<file path="src/rtl/dff_scan_ctrl.sv">
// rtl/dff_scan_ctrl.sv - scan-chain sequencer: shift in, capture, shift out, present result
// Optional SCAN_CMP_EN adds exp_vec compare and a registered mismatch flag.
module dff_scan_ctrl #(
  parameter int CHAIN_LEN = 8
) (
  input  logic                 clk,
  input  logic                 rst_n,
  input  logic                 start,
  input  logic                 abort,
  input  logic [CHAIN_LEN-1:0] load_vec,
  input  logic                 scan_out,
`ifdef SCAN_CMP_EN
  input  logic [CHAIN_LEN-1:0] exp_vec,
  output logic                 mismatch,
`endif
  output logic                 scan_en,
  output logic                 scan_in,
  output logic                 capture_en,
  output logic                 busy,
  output logic                 done,
  output logic [CHAIN_LEN-1:0] result_vec
);

  localparam int CNT_W = $clog2(CHAIN_LEN + 1);

  localparam logic [2:0] S_IDLE      = 3'd0;
  localparam logic [2:0] S_SHIFT_IN  = 3'd1;
  localparam logic [2:0] S_CAPTURE   = 3'd2;
  localparam logic [2:0] S_SHIFT_OUT = 3'd3;
  localparam logic [2:0] S_DONE      = 3'd4;

  logic [2:0]           state;
  logic [CNT_W-1:0]     cnt;
  logic [CHAIN_LEN-1:0] load_q;
  logic [CHAIN_LEN-1:0] cap_q;
  logic [CHAIN_LEN-1:0] cap_next;
  logic                 last;
`ifdef SCAN_CMP_EN
  logic [CHAIN_LEN-1:0] exp_q;
`endif

  assign last     = (cnt == CNT_W'(CHAIN_LEN - 1));
  // Tail bit arrives first, so sample j ends up at bit j after CHAIN_LEN shifts.
  assign cap_next = {scan_out, cap_q[CHAIN_LEN-1:1]};

  always_ff @(posedge clk or negedge rst_n) begin
    if (!rst_n) begin
      state      <= S_IDLE;
      cnt        <= '0;
      load_q     <= '0;
      cap_q      <= '0;
      result_vec <= '0;
`ifdef SCAN_CMP_EN
      exp_q      <= '0;
      mismatch   <= 1'b0;
`endif
    end else begin
      case (state)
        S_IDLE: begin
          if (start) begin
            state  <= S_SHIFT_IN;
            cnt    <= '0;
            load_q <= load_vec;
`ifdef SCAN_CMP_EN
            exp_q  <= exp_vec;
`endif
          end
        end
        S_SHIFT_IN: begin
          if (abort) begin
            state <= S_IDLE;
            cnt   <= '0;
          end else begin
            load_q <= load_q >> 1;
            if (last) begin
              state <= S_CAPTURE;
              cnt   <= '0;
            end else begin
              cnt <= cnt + CNT_W'(1);
            end
          end
        end
        S_CAPTURE: begin
          state <= abort ? S_IDLE : S_SHIFT_OUT;
          cnt   <= '0;
        end
        S_SHIFT_OUT: begin
          if (abort) begin
            state <= S_IDLE;
            cnt   <= '0;
          end else begin
            cap_q <= cap_next;
            if (last) begin
              // Commit on the edge into DONE so result is valid alongside the done pulse.
              state      <= S_DONE;
              cnt        <= '0;
              result_vec <= cap_next;
`ifdef SCAN_CMP_EN
              mismatch   <= (cap_next != exp_q);
`endif
            end else begin
              cnt <= cnt + CNT_W'(1);
            end
          end
        end
        S_DONE:  state <= S_IDLE;
        default: state <= S_IDLE;
      endcase
    end
  end

  assign scan_en    = (state == S_SHIFT_IN) || (state == S_SHIFT_OUT);
  assign scan_in    = (state == S_SHIFT_IN) && load_q[0];
  assign capture_en = (state == S_CAPTURE);
  assign busy       = (state != S_IDLE);
  assign done       = (state == S_DONE);

endmodule

</file>
<file path="config.mk">
export PLATFORM = sky130hd
export DESIGN_NAME = dff_scan_ctrl
export DESIGN_NICKNAME = d
export VERILOG_FILES = /design/src/rtl/dff_scan_ctrl.sv
export SDC_FILE = /design/constraint.sdc
export NUM_CORES = 1
export LEC_CHECK = 0
export CELL_PAD_IN_SITES_DETAIL_PLACEMENT = 1
export CELL_PAD_IN_SITES_GLOBAL_PLACEMENT = 1
export CORE_MARGIN = 10
export CORE_UTILIZATION = 42
export DETAILED_ROUTE_END_ITERATION = 8
export PLACE_DENSITY_LB_ADDON = 0.1
export SETUP_SLACK_MARGIN = 0.5
export SLEW_MARGIN = 20
export SYNTH_ARGS = -nofsm -noshare
export SYNTH_HDL_FRONTEND = slang
export SYNTH_SLANG_ARGS = --single-unit
</file>
<file path="constraint.sdc">
create_clock -name clk -period 2.2 [get_ports clk]
set_input_delay 0.22 -clock clk [delete_from_list [all_inputs] [get_ports clk]]
set_output_delay 0.22 -clock clk [all_outputs]
set_load 0.01 [all_outputs]
</file>
==> results of run 1 <==
==> cell type report <==
| class | count | area share (%) |
|---|---|---|
| clock inverter | 2 | 0.641 |
| sequential | 30 | 38.7 |
| clock buffer | 6 | 2.63 |
| multi-input combinational | 66 | 35.6 |
| timing repair buffer | 41 | 18.9 |
| tap | 46 | 2.95 |
| inverter | 3 | 0.577 |
==> critical path, cell delays in order, from the launching register on <==
cell and delay [ps]:
dfrtp_2 450, buf_6 130, nor3b_4 210, buf_6 180, mux2_2 340, mux2_4 260
==> cells in the mapped netlist, types with 2 or more instances <==
cell / instances / area share, %
nor3_1: 2 / 0.68
and2_1: 2 / 0.85
mux2_2: 14 / 11
o21ai_0: 4 / 1.4
inv_1: 3 / 0.77
buf_6: 3 / 2.3
nand2b_1: 2 / 0.85
mux2_4: 16 / 16
nand3_1: 2 / 0.68
nor3b_1: 2 / 1.0
nor2b_1: 2 / 0.85
nand2_1: 4 / 1.0
dfrtp_1: 30 / 51
==> power by group <==
part / switching [mW] / leakage [nW] / total, mW / internal (mW)
registers: 0.0474 / 0.395 / 0.670 / 0.623
clock network: 0.196 / 0.0343 / 0.349 / 0.153
logic: 0.108 / 0.479 / 0.317 / 0.209
==> registers in the layout (all words and copies together) (netlist names) <==
| register | cells |
|---|---|
| state | 3 |
| result_vec | 8 |
| cnt | 4 |
| load_q | 8 |
| cap_q | 7 |
==> logic make-up after synthesis <==
kind of cell / count (synthesis) / share of synthesized area (%)
XOR/XNOR: 1 / 0.597
flip-flops: 30 / 51.2
adder cells (fa/ha/maj): 1 / 0.853
AO/OA/AOI/OAI: 9 / 4.61
multiplexers: 30 / 27.1
buffers and inverters: 8 / 3.67
AND/OR/NAND/NOR: 25 / 11.9
==> final timing paths <==
kind	end	slack (ps)	depth (start not counted)
worst max-delay path	load_q[2]$_DFFE_PN0P_	520	5
worst min-delay path	result_vec[5]$_DFFE_PN0P_	270	2
worst max register to register	load_q[2]$_DFFE_PN0P_	520	5
worst min register to register	result_vec[0]$_DFFE_PN0P_	510	1
max in group asynchronous	state[2]$_DFFE_PN0P_	1630	2
min in group clk	result_vec[0]$_DFFE_PN0P_	510	1
==> stage by stage <==
step,cells,hold WS (ps),util [%],worst slack [ps],area [um2]
floorplan,104,-75.6,-,529,1470
global placement,174,486,52.4,391,1760
detailed placement,174,494,52.4,378,1760
CTS,193,265,57.1,441,1920
global route,194,275,58.0,450,1950
finish,194,271,58.0,516,1950
==> layer usage <==
metal | up-vias | GRT usage, %
li1 | 451 | -
met1 | 487 | 12.6
met2 | 23 | 15.4
met3 | 8 | 5.29
met4 | 0 | 5.38
met5 | - | 0
==> timing repair <==
action / 4_1_cts / 5_1_grt
setup endpoints to repair: 20 / 11
cloned: 0 / 0
pin swaps: 1 / 1
resized for setup: 10 / 17
setup buffers: 11 / 1
==> results.toml, run 1 <==
[routing]
wl_met1_um = 1380
num_vias = 969
dr_wl_met3_um = 219
vias_per_cell = 4.99
met2_length_um = 1470
postRouteAntennaNets = 0
route.detailed.drc = 0
routed.top_layer = "met4"
dr.pass1.iters = 3
wirelength_um = 3150
wl_per_cell_um = 16.2
drt_iter0_markers = 45

[placed_design]
gp_congestion = 0.712
portBuffers = 25
dp_hpwl_um = 2010

[timing]
clock.fmax_mhz = 594
hold_viol = 0
tns_ps = 0
rsz0062_at_grt = "yes"
setup_viol = 0
finalMaxSlewViolations = 0
worst_slew_pin_slew_ps = 556
skew_ps = 4.62
post-route-min-period_ps = 1680
fin_crit_sh_pct = 76.5
relSlewSlack_pct = 62.8

[worst_setup_path]
reg2reg_from = "state[2]$_DFFE_PN0P_"
worstSetupPathType = "flip-flop to flip-flop"
worstSetupStartpoint = "state[2]$_DFFE_PN0P_"
startpoint_type = "flip-flop"
cp_max_fo = 8
required_ps = 2430
cp.arrival_ps = 1910
worst_setup_path_end_kind = "flip-flop"

[synthesis]
syn_area_mm2 = 0.00147
synthFlopType = "dfrtp_1"
yosysWarnings = 0
syn_inst = 104
synth-edff-count = 0
ys_seq_elements = 30
avgSynthCellArea_um2 = 14.1
ys_seq_area_share_pct = 51.2
ys_types = 31
async_reset_ff_share_pct = 100
syn_nets = 118

[finish]
multi_input_area_um2 = 694
final_cell_mix = "27 x dfrtp_1, 21 x mux2_4, 20 x clkdlybuf4s50_1, 13 x buf_4, 9 x mux2_2"
final-seq-area_um2 = 754
diodes = 0
fillCellCount = 362
nNetsFinal = 161
final_common_cell = "dfrtp_1"
area_growth_syn_to_layout_pct = 33.0
drive_gt1_share_pct = 45.3

[clock_network]
clk_latency_ps = 330
clockRootBuffer = "clkbuf_4"
cts_tree = "built"
clockBufferDepth = 2
cts_made_buffers = 5
htreeDepth = 2
cts.sinks = 30
path_clk_slew_ps = 100
cts-hold-fix-buffers = 0

[pwr]
peakVddDrop_mv = 0.334
power.total_mw = 1.34
leakagePower_nw = 0.908
power.density_mw_per_mm2 = 685

[global_routing]
antenna_found_initial = 0
track_usage_pct = 10.6
grt_max_degree = 31
grt_pass1_vias = 1069
overflow = 0
grt_first_pass_wirelength_um = 5220

[run]
cap_violations = 0

[die]
die_area_mm2 = 0.00626
die_y_um = 79.1
fp-row-count = 21
pin_count = 26
die_x_um = 79.1
start_util_pct = 43.6
design.core.area_mm2 = 0.00336

[min_path]
min_path_type = "input pin to async pin"

[status]
status = "finished clean"
Note: power is estimated with default switching activity, not from simulation.
==> run 2, diff against run 1 <==
==> constraint.sdc (replaced) <==
create_clock -name clk -period 1.7 [get_ports clk]
set_input_delay 0.17 -clock clk [delete_from_list [all_inputs] [get_ports clk]]
set_output_delay 0.17 -clock clk [all_outputs]
set_load 0.01 [all_outputs]
==> results.toml, run 2 (synthesized netlist as in run 1, its figures left out) <==
[worst_setup_path]
reg2reg_depth = 6
startpoint_type = "flip-flop"
worstSetupStartpoint = "state[1]$_DFFE_PN0P_"
critical_path.cell_chain = "buf_12 > nor3b_4 > buf_6 > buf_6 > mux2_4 > mux2_4"
reg2reg_to = "load_q[6]$_DFFE_PN0P_"
cp.arrival_ps = 2020
worst_setup_path_end_kind = "flip-flop"
reg2reg_from = "state[1]$_DFFE_PN0P_"
critPathSlowestCell = "dfrtp_2"
reg2reg_slack_ps = -90
cp_max_fo = 4
slowest_delay_ps = 450
endpoint = "load_q[6]$_DFFE_PN0P_"
required_ps = 1930
worstSetupPathType = "flip-flop to flip-flop"

[clock_network]
cts_tree = "built"
path_clk_slew_ps = 110
clk_latency_ps = 340
clockRootBuffer = "clkbuf_4"
cts_made_buffers = 5
htreeDepth = 2
cts.sinks = 30
cts-hold-fix-buffers = 0
clockBufferDepth = 2

[run]
cap_violations = 0

[placed_design]
portBuffers = 25
dp.cells = 182
dp_slack_ps = 11.5
gp_congestion = 0.765
dp_hpwl_um = 2280

[min_path]
min_path_type = "input pin to async pin"

[timing]
hold_viol = 0
fin_crit_sh_pct = 105
clock.fmax_mhz = 558
finalMaxSlewViolations = 0
setup_viol = 20
worst_slew_pin_slew_ps = 393
relSlewSlack_pct = 73.8
tns_ps = -1060
fin_ws_ps = -92.8
skew_ps = 6.21
post-route-min-period_ps = 1790
rsz0062_at_grt = "yes"

[global_routing]
grt_use_met2_pct = 24.3
grt_first_pass_wirelength_um = 6910
grt_max_degree = 31
grt_pass1_vias = 1228
overflow = 0
grtUsageMet1_pct = 16.5
track_usage_pct = 14.4
grt_busiest_layer = "met2"
antenna_found_initial = 0
use_met3_pct = 5.63

[pwr]
leakagePower_nw = 1.15
power.density_mw_per_mm2 = 831
power.total_mw = 2.00
peakVddDrop_mv = 0.680

[finish]
final-seq-area_um2 = 754
final_cell_mix = "30 x mux2_4, 27 x dfrtp_1, 26 x buf_4, 21 x buf_6, 12 x clkdlybuf4s50_1"
nNetsFinal = 194
multi_input_area_um2 = 827
area_growth_syn_to_layout_pct = 64.1
final_common_cell = "mux2_4"
stdcell_count = 227
utilization_pct = 71.5
fillCellCount = 336
diodes = 0
reg_top3 = "load_q (8), result_vec (8), cap_q (7)"
drive_gt1_share_pct = 66.3

[routing]
vias_per_cell = 5.15
dr.pass1.iters = 4
postRouteAntennaNets = 0
wirelength_um = 5420
drt_iter0_markers = 52
route.detailed.drc = 0
wl_per_cell_um = 23.9
num_vias = 1168

[die]
die_x_um = 79.1
start_util_pct = 43.6
pin_count = 26
fp-row-count = 21
design.core.area_mm2 = 0.00336
die_area_mm2 = 0.00626
die_y_um = 79.1

[status]
status = "finished with violations"
violations = "negative setup slack"
-- run 2: cell types whose count changed in the layout (fill, tap and decap cells not counted), sizes merged --
cell and delta:
dlygate4sd2 -1, buf +37, clkdlybuf4s15 +2, clkdlybuf4s50 -8, clkbuf +3
-- run 2: layout make-up --
cell class                 count  area share (%)
inverter                       3           0.468
clock buffer                   6            2.13
sequential                    30            31.4
multi-input combinational     66            34.4
timing repair buffer          74            28.8
tap                           46            2.39
clock inverter                 2           0.520
-- run 2: routing by layer --
metal | share of wire (%) | up-vias | wire, um
met5 | 0 | - | 0
met4 | 1.8 | 0 | 95
met3 | 5.0 | 8 | 273
met2 | 54 | 43 | 2900
met1 | 40 | 594 | 2150
li1 | - | 523 | -
-- run 2: power breakdown --
part / total (mW) / switching, mW / internal, mW
Combinational: 0.638 / 0.220 / 0.418
Sequential: 0.886 / 0.0796 / 0.806
Clock: 0.474 / 0.275 / 0.199
Total: 2.00 / 0.575 / 1.42
-- run 2: critical path, delay by kind of cell (launching register included) --
kind	cells	cell delay, ps
DFF	1	450
buffers and inverters	3	420
muxes	2	560
and+or+nand+nor	1	250
-- run 2: timing repair --
action	in CTS	in global routing
endpoints found under the setup margin	42	43
buffers inserted	20	17
resized for setup	65	31
pin swaps	12	14
-- run 2: worst min path at each step --
stage	from	to	slack, ps	depth (start not counted)
after floorplan	rst_n	cap_q[1]$_DFFE_PN0P_	-130	0
after global routing	rst_n	cap_q[7]$_DFFE_PN0P_	250	2
after detailed placement	load_q[3]$_DFFE_PN0P_	load_q[3]$_DFFE_PN0P_	490	1
final	rst_n	load_q[7]$_DFFE_PN0P_	230	2
after global placement	load_q[1]$_DFFE_PN0P_	load_q[1]$_DFFE_PN0P_	490	1
after CTS	rst_n	load_q[3]$_DFFE_PN0P_	240	2
-- run 2: through the flow --
step | instance area, um2 | hold WS, ps
2_1_floorplan | 1520 | -126
3_3_place_gp | 1890 | 490
3_5_place_dp | 1890 | 494
4_1_cts | 2220 | 235
5_1_grt | 2410 | 251
6_report | 2410 | 225
==> run 3, diff against run 2 <==
--- a/config.mk
+++ b/config.mk
@@ -5,10 +5,11 @@
 export SDC_FILE = /design/constraint.sdc
 export NUM_CORES = 1
 export LEC_CHECK = 0
+export CAP_MARGIN = 20
 export CELL_PAD_IN_SITES_DETAIL_PLACEMENT = 1
 export CELL_PAD_IN_SITES_GLOBAL_PLACEMENT = 1
 export CORE_MARGIN = 10
-export CORE_UTILIZATION = 42
+export CORE_UTILIZATION = 38
 export DETAILED_ROUTE_END_ITERATION = 8
 export PLACE_DENSITY_LB_ADDON = 0.1
 export SETUP_SLACK_MARGIN = 0.5
==> constraint.sdc (replaced) <==
create_clock -name clk -period 1.5 [get_ports clk]
set_input_delay 0.15 -clock clk [delete_from_list [all_inputs] [get_ports clk]]
set_output_delay 0.15 -clock clk [all_outputs]
set_load 0.01 [all_outputs]
==> results.toml, run 3 (synthesized netlist as in run 1, its figures left out) <==
[status]
status = "finished with violations"
violations = "negative setup slack"

[routing]
route.detailed.drc = 0
vias_per_cell = 4.77
dr.pass1.iters = 4
num_vias = 1035
wl_per_cell_um = 16.4
drt_iter0_markers = 43
postRouteAntennaNets = 0
wirelength_um = 3560

[pwr]
peakVddDrop_mv = 0.500
power.density_mw_per_mm2 = 985
power.total_mw = 2.26
leakagePower_nw = 1.09

[die]
die_y_um = 82.1
design.core.area_mm2 = 0.00369
fp-row-count = 22
die_x_um = 82.1
pin_count = 26
start_util_pct = 39.8
die_area_mm2 = 0.00674

[global_routing]
use_met3_pct = 5.51
overflow = 0
track_usage_pct = 12.2
grtUsageMet1_pct = 14.2
grt_max_degree = 31
grt_pass1_vias = 1235
grt_busiest_layer = "met2"
grt_use_met2_pct = 19.7
antenna_found_initial = 0
grt_first_pass_wirelength_um = 6280

[clock_network]
clk_latency_ps = 280
cts_tree = "built"
cts.sinks = 30
clockRootBuffer = "clkbuf_8"
htreeDepth = 2
cts_made_buffers = 5
path_clk_slew_ps = 70
cts-hold-fix-buffers = 0
clockBufferDepth = 2

[timing]
post-route-min-period_ps = 1610
hold_viol = 0
rsz0062_at_grt = "yes"
skew_ps = 5.98
relSlewSlack_pct = 74.2
fin_ws_ps = -112
clock.fmax_mhz = 621
finalMaxSlewViolations = 0
worst_slew_pin_slew_ps = 386
setup_viol = 23
fin_crit_sh_pct = 107

[worst_setup_path]
reg2reg_depth = 5
worstSetupStartpoint = "state[2]$_DFFE_PN0P_"
slowest_delay_ps = 450
startpoint_type = "flip-flop"
endpoint = "result_vec[1]$_DFFE_PN0P_"
worst_setup_path_end_kind = "flip-flop"
required_ps = 1670
critPathBufInv = 2
reg2reg_from = "state[2]$_DFFE_PN0P_"
critical_path.cell_chain = "buf_12 > and4bb_2 > nor2b_4 > buf_4 > mux2_4"
reg2reg_to = "result_vec[1]$_DFFE_PN0P_"
reg2reg_slack_ps = -110
critPathSlowestCell = "dfrtp_2"
cp_num_cells = 5
cp_max_fo = 5
cp.arrival_ps = 1780
worstSetupPathType = "flip-flop to flip-flop"
cpLargestDelayFamily = "simple AND/OR/NAND/NOR gates"

[min_path]
min_path_type = "input pin to async pin"

[finish]
area_growth_syn_to_layout_pct = 56.4
fillCellCount = 380
final_cell_mix = "30 x mux2_4, 28 x dfrtp_1, 24 x buf_4, 12 x clkdlybuf4s50_1, 12 x buf_6"
utilization_pct = 62.2
drive_gt1_share_pct = 65.7
reg_top3 = "load_q (8), result_vec (8), cap_q (7)"
nNetsFinal = 182
diodes = 0
final_cell_area_mm2 = 0.00229
final_common_cell = "mux2_4"

[placed_design]
gp_congestion = 0.758
dp_hpwl_um = 2360
place_area_mm2 = 0.00197
portBuffers = 25

[run]
cap_violations = 0
-- run 3: cell type report --
cell class	instances	area, um2	area share (%)
repair buffers	62	576	25.1
clock inverters	2	12.5	0.546
well taps	48	60.1	2.62
multi-input cells	66	798	34.8
inverters	3	11.3	0.491
clock buffers	6	82.6	3.60
flip-flops and latches	30	753	32.8
-- run 3: through the flow --
step / TNS [ps] / instances / setup WS [ps] / hold WS, ps
detailed placement: -2940 / 190 / -156 / 496
floorplan: -924 / 104 / -59.1 / -146
finish: -1640 / 217 / -112 / 255
CTS: -1510 / 214 / -119 / 270
global placement: -2490 / 190 / -132 / 489
global route: -3140 / 217 / -174 / 291
-- run 3: repair_timing --
| action | in CTS | in global routing |
|---|---|---|
| pin swaps | 11 | 2 |
| gates resized for setup | 83 | 9 |
| setup buffers | 16 | 3 |
| setup endpoints to repair | 43 | 40 |
-- run 3: worst min path at each step --
stage                                from                    end  slack [ps]  cells past startpoint
floorplan                           rst_n   cap_q[1]$_DFFE_PN0P_        -150                      0
global placement    load_q[7]$_DFFE_PN0P_  load_q[7]$_DFFE_PN0P_         490                      1
detailed placement  load_q[7]$_DFFE_PN0P_  load_q[7]$_DFFE_PN0P_         500                      1
CTS                                 rst_n  load_q[1]$_DFFE_PN0P_         270                      2
global route                        rst_n  load_q[2]$_DFFE_PN0P_         290                      2
finish                              rst_n  load_q[2]$_DFFE_PN0P_         250                      2
-- run 3: report_power, final --
group | switching, mW | total (mW) | internal [mW]
sequential | 0.0637 | 0.978 | 0.914
combinational | 0.196 | 0.597 | 0.401
clock | 0.316 | 0.684 | 0.368
total | 0.576 | 2.26 | 1.68
-- run 3: worst reg2reg max path: stages (launching register included) --
cell and delay [ps]:
dfrtp_2 450, buf_12 140, and4bb_2 300, nor2b_4 170
buf_4 150, mux2_4 290
-- run 3: routing by layer --
layer	routed length (um)	share of wire (%)
met1	1480	42
met2	1850	52
met3	160	4.5
met4	61	1.7
met5	0	0
